<file path="config.mk">
export PLATFORM = sky130hd
export DESIGN_NAME = dmem_port_arbiter
export DESIGN_NICKNAME = d
export VERILOG_FILES = /design/src/rtl/dmem_port_arbiter.sv
export SDC_FILE = /design/constraint.sdc
export NUM_CORES = 1
export LEC_CHECK = 0
export ABC_AREA = 1
export ABC_CLOCK_PERIOD_IN_PS = 8900
export CAP_MARGIN = 10
export CORE_MARGIN = 10
export CORE_UTILIZATION = 44
export CTS_BUF_LIST = sky130_fd_sc_hd__clkbuf_4
export CTS_CLUSTER_DIAMETER = 120
export CTS_CLUSTER_SIZE = 40
export DETAILED_ROUTE_END_ITERATION = 16
export GPL_TIMING_DRIVEN = 0
export HOLD_SLACK_MARGIN = 0.06
export PLACE_DENSITY = 0.87
export SYNTH_ARGS = -nofsm -noshare
export SYNTH_HDL_FRONTEND = slang
export SYNTH_SLANG_ARGS = --single-unit
</file>
<file path="constraint.sdc">
create_clock -name clk -period 8.9 [get_ports clk]
set_input_delay 0.89 -clock clk [delete_from_list [all_inputs] [get_ports clk]]
set_output_delay 0.89 -clock clk [all_outputs]
set_load 0.01 [all_outputs]
</file>
<file path="src/rtl/dmem_port_arbiter.sv">
// Shares the single data-memory port between the pipeline MEM stage (cpu) and an
// external loader/debug port (ext), sequencing each access over MEM_LATENCY cycles.
module dmem_port_arbiter #(
    parameter int ADDR_W      = 32,
    parameter int DATA_W      = 32,
    parameter int MEM_LATENCY = 2,
    parameter int CPU_BURST   = 4
) (
    input  logic              clk,
    input  logic              reset,
    input  logic              cpu_req,
    input  logic              cpu_we,
    input  logic [ADDR_W-1:0] cpu_addr,
    input  logic [DATA_W-1:0] cpu_wdata,
    output logic [DATA_W-1:0] cpu_rdata,
    output logic              cpu_done,
    output logic              cpu_stall,
    input  logic              ext_req,
    input  logic              ext_we,
    input  logic [ADDR_W-1:0] ext_addr,
    input  logic [DATA_W-1:0] ext_wdata,
    output logic [DATA_W-1:0] ext_rdata,
    output logic              ext_done,
    output logic              ext_gnt,
    output logic              mem_en,
    output logic              mem_we,
    output logic [ADDR_W-1:0] mem_addr,
    output logic [DATA_W-1:0] mem_wdata,
    input  logic [DATA_W-1:0] mem_rdata
);

    // state | meaning
    // IDLE  | port free; arbitrate between cpu_req and ext_req
    // BUSY  | memory access in flight for MEM_LATENCY cycles
    // RESP  | one-cycle done pulse to the owner, no arbitration

    localparam int LAT_W   = (MEM_LATENCY > 1) ? $clog2(MEM_LATENCY) : 1;
    localparam int BURST_W = $clog2(CPU_BURST + 1);
    localparam logic [LAT_W-1:0]   LAT_LOAD  = LAT_W'(MEM_LATENCY - 1);
    localparam logic [BURST_W-1:0] BURST_MAX = BURST_W'(CPU_BURST);

    typedef enum logic [1:0] {IDLE, BUSY, RESP} state_t;

    state_t              state, state_nxt;
    logic                owner_ext, owner_ext_nxt;
    logic                we_q, we_nxt;
    logic [ADDR_W-1:0]   addr_q, addr_nxt;
    logic [DATA_W-1:0]   wdata_q, wdata_nxt;
    logic [LAT_W-1:0]    lat_cnt, lat_nxt;
    logic [BURST_W-1:0]  burst_cnt, burst_nxt;
    logic [DATA_W-1:0]   cpu_rdata_nxt, ext_rdata_nxt;
    logic                grant_ext;

    always_ff @(posedge clk or posedge reset) begin
        if (reset) begin
            state     <= IDLE;
            owner_ext <= 1'b0;
            we_q      <= 1'b0;
            addr_q    <= '0;
            wdata_q   <= '0;
            lat_cnt   <= '0;
            burst_cnt <= '0;
            cpu_rdata <= '0;
            ext_rdata <= '0;
        end else begin
            state     <= state_nxt;
            owner_ext <= owner_ext_nxt;
            we_q      <= we_nxt;
            addr_q    <= addr_nxt;
            wdata_q   <= wdata_nxt;
            lat_cnt   <= lat_nxt;
            burst_cnt <= burst_nxt;
            cpu_rdata <= cpu_rdata_nxt;
            ext_rdata <= ext_rdata_nxt;
        end
    end

    always_comb begin
        state_nxt     = state;
        owner_ext_nxt = owner_ext;
        we_nxt        = we_q;
        addr_nxt      = addr_q;
        wdata_nxt     = wdata_q;
        lat_nxt       = lat_cnt;
        burst_nxt     = burst_cnt;
        cpu_rdata_nxt = cpu_rdata;
        ext_rdata_nxt = ext_rdata;
        grant_ext     = 1'b0;
        case (state)
            IDLE: begin
                if (!ext_req)
                    burst_nxt = '0;
                if (cpu_req || ext_req) begin
                    // ext only beats a pending cpu once the cpu has used its burst
                    grant_ext     = ext_req && (!cpu_req || (burst_cnt == BURST_MAX));
                    state_nxt     = BUSY;
                    lat_nxt       = LAT_LOAD;
                    owner_ext_nxt = grant_ext;
                    if (grant_ext) begin
                        we_nxt    = ext_we;
                        addr_nxt  = ext_addr;
                        wdata_nxt = ext_wdata;
                        burst_nxt = '0;
                    end else begin
                        we_nxt    = cpu_we;
                        addr_nxt  = cpu_addr;
                        wdata_nxt = cpu_wdata;
                        if (ext_req && (burst_cnt != BURST_MAX))
                            burst_nxt = burst_cnt + 1'b1;
                    end
                end
            end
            BUSY: begin
                if (lat_cnt == '0) begin
                    state_nxt = RESP;
                    if (!we_q) begin
                        if (owner_ext)
                            ext_rdata_nxt = mem_rdata;
                        else
                            cpu_rdata_nxt = mem_rdata;
                    end
                end else begin
                    lat_nxt = lat_cnt - 1'b1;
                end
            end
            RESP:    state_nxt = IDLE;
            default: state_nxt = IDLE;
        endcase
    end

    assign mem_en    = (state == BUSY);
    assign mem_we    = (state == BUSY) && we_q;
    assign mem_addr  = addr_q;
    assign mem_wdata = wdata_q;
    assign cpu_done  = (state == RESP) && !owner_ext;
    assign ext_done  = (state == RESP) && owner_ext;
    assign ext_gnt   = ((state == BUSY) || (state == RESP)) && owner_ext;
    assign cpu_stall = cpu_req && !cpu_done;

endmodule

</file>
==> results of run 1 <==
[critical path, stage by stage]
cell and delay, ns:
clkdlybuf4s50_1 0.56, inv_1 0.08, nor2_1 0.12, clkdlybuf4s50_1 0.55
[per-layer routing]
layer,up-vias,wire length (um)
li1,2839,-
met1,2903,8210
met2,278,10700
met3,40,2680
met4,0,627
met5,-,0
[through the flow]
step           util (%)  cell area, sq um  hold WS (ns)  worst slack (ns)  std cells
5_1_grt            71.5              9440         0.523              5.72       1175
6_report           71.5              9440         0.495              5.82       1175
2_1_floorplan         -              5880         0.467              4.37        667
3_5_place_dp       69.2              9130         0.472              5.82       1143
4_1_cts            71.5              9430         0.501              5.82       1174
3_3_place_gp       68.9              9090         0.465              2.35       1142
[cell families (layout without fill, tap and decap cells)]
group | count (synthesis) | count (layout) | synth area share [%]
AO/OA/AOI/OAI | 71 | 71 | 6.09
other | 0 | 1 | 0
adder cells (fa/ha/maj) | 6 | 6 | 1.28
AND/OR/NAND/NOR | 357 | 357 | 27.4
flip-flops | 136 | 136 | 57.9
buffers and inverters | 97 | 428 | 7.32
[synthesized netlist by cell type (3+ instances only)]
| cell | n |
|---|---|
| nor2_1 | 6 |
| inv_1 | 46 |
| nand2_1 | 149 |
| inv_2 | 3 |
| clkbuf_1 | 13 |
| buf_4 | 7 |
| buf_2 | 25 |
| nand3_1 | 196 |
| dfrtp_1 | 136 |
| ha_1 | 6 |
| o21ai_0 | 68 |
[state kept, by name, indices dropped and copies added (netlist names)]
register   count
mem_addr      32
burst_cnt      3
ext_rdata     32
state          2
mem_wdata     32
cpu_rdata     32
owner_ext      1
lat_cnt        1
we_q           1
[layout make-up]
type | instances | share of cell area (%)
Buffer | 48 | 2.61
Antenna cell | 1 | 0.0265
Tap cell | 176 | 2.33
Sequential cell | 136 | 36.1
Clock inverter | 14 | 1.92
Inverter | 49 | 2.00
Timing Repair Buffer | 300 | 32.0
Clock buffer | 17 | 1.35
Multi-Input combinational cell | 434 | 21.7
[where the power goes]
part	switching (W)	leakage, nW	internal [W]
sequential	0.000178	1.66	0.000924
clock	0.000231	0.156	0.000218
combinational	0.000770	2.52	0.000802
[worst max path at each step]
stage | slack [ns] | to | from | cells after the start
final | 5.82 | cpu_stall | cpu_req | 4
after global routing | 5.72 | mem_we | state[1] | 6
after CTS | 5.82 | cpu_stall | cpu_req | 4
after detailed placement | 5.82 | cpu_stall | cpu_req | 4
after global placement | 2.35 | mem_addr[8] | reset | 2
after floorplan | 4.37 | burst_cnt[0] | reset | 1
==> results.toml, run 1 <==
[outcome]
status = "finished, final reports clean"

[sta]
max_freq_ghz = 0.324
drv_slew = 0
post-route-period-util_pct = 34.6
clock_skew_ns = 0.0228
rsz0062_at_grt = "no"
setup_tns_ns = 0
slew_headroom_pct = 67.8
post-route-min-period_ns = 3.08
worst_pin_slew_ns = 0.484
finalSetupViolations = 0
hold_viol = 0

[power]
powerDensity_nw_per_um2 = 331
power.leakage_nw = 4.33
peakVddDrop_mv = 0.212
total_power_w = 0.00312

[drt]
drt-initial-drc-count = 463
routedWlPerCell_um = 18.9
wl_mm = 22.2
drc_errors = 0
ant_nets = 0
via_per_inst = 5.16
firstDrtPassIters = 5
vias = 6060

[cts]
cts_resized = 0
cts.sinks = 136
postCtsHoldBufs = 0
htree_num_levels = 4
clkSlewWorstSetupHoldPaths_ns = 0.12
cts_tree = "built"
cts_setup_buffers = 0
cts_root_buf = "clkbuf_4"
cts_buffers = 17
clk_latency_ns = 0.55
clockBufferDepth = 2

[hold_path]
hold-path-endpoint = "ext_rdata[9]"
min-delay-start = "ext_rdata[9]"
whs_path_depth = 2
hold_path_class = "reg2reg"

[layout]
layout-drive-gt1-share_pct = 7.31
seq_area_sq_um = 3400
multi_input_area_sq_um = 2050
area_growth_pct = 60.5
nets = 1158
final_cell_mix = "299 x clkdlybuf4s50_1, 196 x nand3_1, 149 x nand2_1"
fill_cells = 993
final_common_cell = "clkdlybuf4s50_1"

[logic_synthesis]
yosys-top-cells-area = "dfrtp_1 58%, nand3_1 17%, nand2_1 9.5%, o21ai_0 5.8%, inv_1 2.9%"
synth_cells = 667
synth_cell_types = 20
yosys.area.top_type = "dfrtp_1"
synth_flop_cell = "dfrtp_1"
yosysWarningCount = 0
synth_top_area_share_pct = 57.9
avgSynthCellArea_sq_um = 8.81
synth_edf_count = 0
mappedNetlistArea_sq_um = 5880
async_flop_share_pct = 100
ys_ff_latch = 136
ys_seq_area_share_pct = 57.9
syn-num-nets = 839

[critical_path]
startpoint_type = "input port"
ff2ff_setup_slack_ns = 7.12
r2r_cells = 7
required_ns = 8.01
critical_path_arrival_ns = 2.19
regToRegStartpoint = "state[1]"
critical_path_peak_fanout = 3
worstSetupPathType = "in2out"
r2r-end = "ext_rdata[24]"
end_kind = "output port"

[grt]
grt_use_met1_pct = 26.3
grt_pass1_vias = 6311
grt_first_pass_wirelength_mm = 33.9
antenna_found_initial = 1
grt-ovfl-total = 0
top_usage_layer = "met2"
grt_max_degree = 89
grt.total_usage_pct = 23.6
met2_usage_pct = 38.7
met3_usage_pct = 9.90

[floorplanning]
coreArea_sq_um = 13200
ioPinCount = 300
rows = 42
die_x_um = 136
die-area_sq_um = 18400
fp.dieH_um = 136
initial_core_util_pct = 44.6

[place]
routabilityCongestion = 0.911
numPortBuffers = 299
dp_hpwl_mm = 17.1

[flow_run]
drv_cap = 0
(Power assumes the default switching activity.)
==> run 2: changes to the inputs <==
--- a/config.mk
+++ b/config.mk
@@ -6,17 +6,17 @@
 export NUM_CORES = 1
 export LEC_CHECK = 0
 export ABC_AREA = 1
-export ABC_CLOCK_PERIOD_IN_PS = 8900
+export ABC_CLOCK_PERIOD_IN_PS = 2800
 export CAP_MARGIN = 10
 export CORE_MARGIN = 10
-export CORE_UTILIZATION = 44
+export CORE_UTILIZATION = 37
 export CTS_BUF_LIST = sky130_fd_sc_hd__clkbuf_4
 export CTS_CLUSTER_DIAMETER = 120
 export CTS_CLUSTER_SIZE = 40
 export DETAILED_ROUTE_END_ITERATION = 16
 export GPL_TIMING_DRIVEN = 0
 export HOLD_SLACK_MARGIN = 0.06
-export PLACE_DENSITY = 0.87
+export PLACE_DENSITY = 0.78
 export SYNTH_ARGS = -nofsm -noshare
 export SYNTH_HDL_FRONTEND = slang
 export SYNTH_SLANG_ARGS = --single-unit
==> constraint.sdc (replaced) <==
create_clock -name clk -period 2.8 [get_ports clk]
set_input_delay 0.28 -clock clk [delete_from_list [all_inputs] [get_ports clk]]
set_output_delay 0.28 -clock clk [all_outputs]
set_load 0.01 [all_outputs]
==> run 2 against run 1 <==
Against the previous run: final cell count rose by 3.7%; non-clock buffer count rose by 2; global-route usage fell by 1.6 points; first-iteration DRC count fell by 46%; register-to-register slack got worse by 6.3 ns; via count fell by 0.69%; wire length rose by 6.8%; clock power rose to 3.0 times the previous value; sequential cell count did not move; combinational power rose to 3.2 times the previous value; die area rose by 16%; setup slack got worse by 5.4 ns.
==> results.toml, run 2 (synthesis gave the netlist of run 1 again) <==
[outcome]
status = "finished, final reports clean"

[critical_path]
regToRegStartpoint = "state[0]"
crit_top_cell = "inv_1"
r2r-end = "mem_addr[27]"
cpPeakStageDelay_ns = 0.54
end_kind = "output port"
startpoint_type = "register"
crit_path_top_delay_cell = "clkdlybuf4s50_1"
critical_path_arrival_ns = 2.11
worstSetupPathType = "reg2out"
r2r_cells = 7
required_ns = 2.52
ff2ff_setup_slack_ns = 0.87
cp_cell_sequence = "inv_1 -> ha_1 -> clkbuf_2 -> nand2_1 -> inv_1 -> clkdlybuf4s50_1"
critical_path_peak_fanout = 6

[place]
dp_hpwl_mm = 18.3
dpl_worst_slack_ns = 0.857
numPortBuffers = 299
routabilityCongestion = 0.884

[flow_run]
drv_cap = 0

[drt]
drt-initial-drc-count = 248
routedWlPerCell_um = 19.5
vias = 6018
drc_errors = 0
ant_nets = 0
via_per_inst = 4.94
firstDrtPassIters = 5
wl_mm = 23.7

[power]
p_seq_share_pct = 35.3
p_comb_share_pct = 50.9
p_sw_w = 0.00387
internal_power_w = 0.00603
power.leakage_nw = 4.34
peakVddDrop_mv = 0.677
powerDensity_nw_per_um2 = 1040
clkPwrFrac_pct = 13.8
p_sw_share_pct = 39.1

[grt]
grt.total_usage_pct = 22.0
grt_first_pass_wirelength_mm = 36.8
grt_pass1_vias = 6188
antenna_found_initial = 1
grt_max_degree = 42
grt-ovfl-total = 0

[cts]
clk_latency_ns = 0.56
clockBufferDepth = 2
postCtsHoldBufs = 0
cts_tree = "built"
cts.sinks = 136
cts_root_buf = "clkbuf_4"
cts_buffers = 17
clkSlewWorstSetupHoldPaths_ns = 0.14
htree_num_levels = 4
cts_resized = 0
cts_setup_buffers = 0

[sta]
max_freq_ghz = 0.419
drv_slew = 0
post-route-min-period_ns = 2.39
finalWorstSetupSlack_ns = 0.414
clock_skew_ns = 0.0142
finalSetupViolations = 0
worst_pin_slew_ns = 0.769
rsz0062_at_grt = "no"
hold_slack_ns = 0.180
slew_headroom_pct = 48.6
post-route-period-util_pct = 85.2
hold_viol = 0
setup_tns_ns = 0

[layout]
final_cell_mix = "299 x clkdlybuf4s50_1, 196 x nand3_1, 149 x nand2_1"
seq_area_sq_um = 3400
multi_input_area_sq_um = 2050
layout-drive-gt1-share_pct = 7.89
area_growth_pct = 61.7
final_common_cell = "clkdlybuf4s50_1"
nets = 1160
fill_cells = 1362

[floorplanning]
ioPinCount = 300
die-area_sq_um = 21300
coreArea_sq_um = 15700
rows = 46
fp.dieH_um = 146
die_x_um = 146
initial_core_util_pct = 37.4

[hold_path]
hold_path_class = "in2async"
[run 2: per-stage QoR]
step / area (sq um) / utilization [%] / total power, W / instances
finish: 9500 / 60.5 / 0.00990 / 1219
global route: 9500 / 60.5 / 0.0106 / 1218
CTS: 9500 / 60.5 / 0.0100 / 1217
detailed placement: 9210 / 58.6 / 0.00861 / 1185
global placement: 9150 / 58.2 / 0.00849 / 1182
floorplan: 5880 / - / 0.00562 / 667
[run 2: layer usage]
metal | up-vias | wire length [um] | GRT usage [%] | part of all wire (%)
met4 | 0 | 482 | 6.76 | 2.0
met5 | - | 0 | 0 | 0
met3 | 32 | 3040 | 10.7 | 13
li1 | 2858 | - | - | -
met2 | 282 | 11000 | 35.0 | 46
met1 | 2846 | 9180 | 25.7 | 39
[run 2: power groups by stage]
| stage | logic, W | clock network [W] | registers [W] |
|---|---|---|---|
| floorplan | 0.00171 | 0 | 0.00391 |
| global placement | 0.00500 | 0 | 0.00349 |
| detailed placement | 0.00509 | 0 | 0.00352 |
| CTS | 0.00511 | 0.00140 | 0.00350 |
| global route | 0.00553 | 0.00148 | 0.00362 |
| finish | 0.00504 | 0.00137 | 0.00350 |
[run 2: critical path, delay by kind of cell (launching register included)]
family                   cells  cell delay [ns]
AND/OR/NAND/NOR              1             0.07
adder cells (fa/ha/maj)      1             0.18
buffers and inverters        4             0.88
flip-flops                   1             0.42
[run 2: layout make-up]
class,count,share of cell area [%]
repair buffers,302,32.1
inverters,49,1.97
plain buffers,48,2.59
well taps,216,2.84
flip-flops and latches,136,35.8
multi-input cells,434,21.5
clock inverters,15,1.74
clock buffers,17,1.34
diodes,2,0.0527
[run 2: how the worst max path moves through the flow]
stage                   endpoint  cells after the start  startpoint
floorplan           burst_cnt[0]                      1       reset
global placement    mem_addr[18]                      2       reset
detailed placement  mem_addr[30]                      6     ext_req
CTS                       mem_we                      6    state[1]
global route              mem_we                      6    state[1]
finish                    mem_we                      6    state[1]
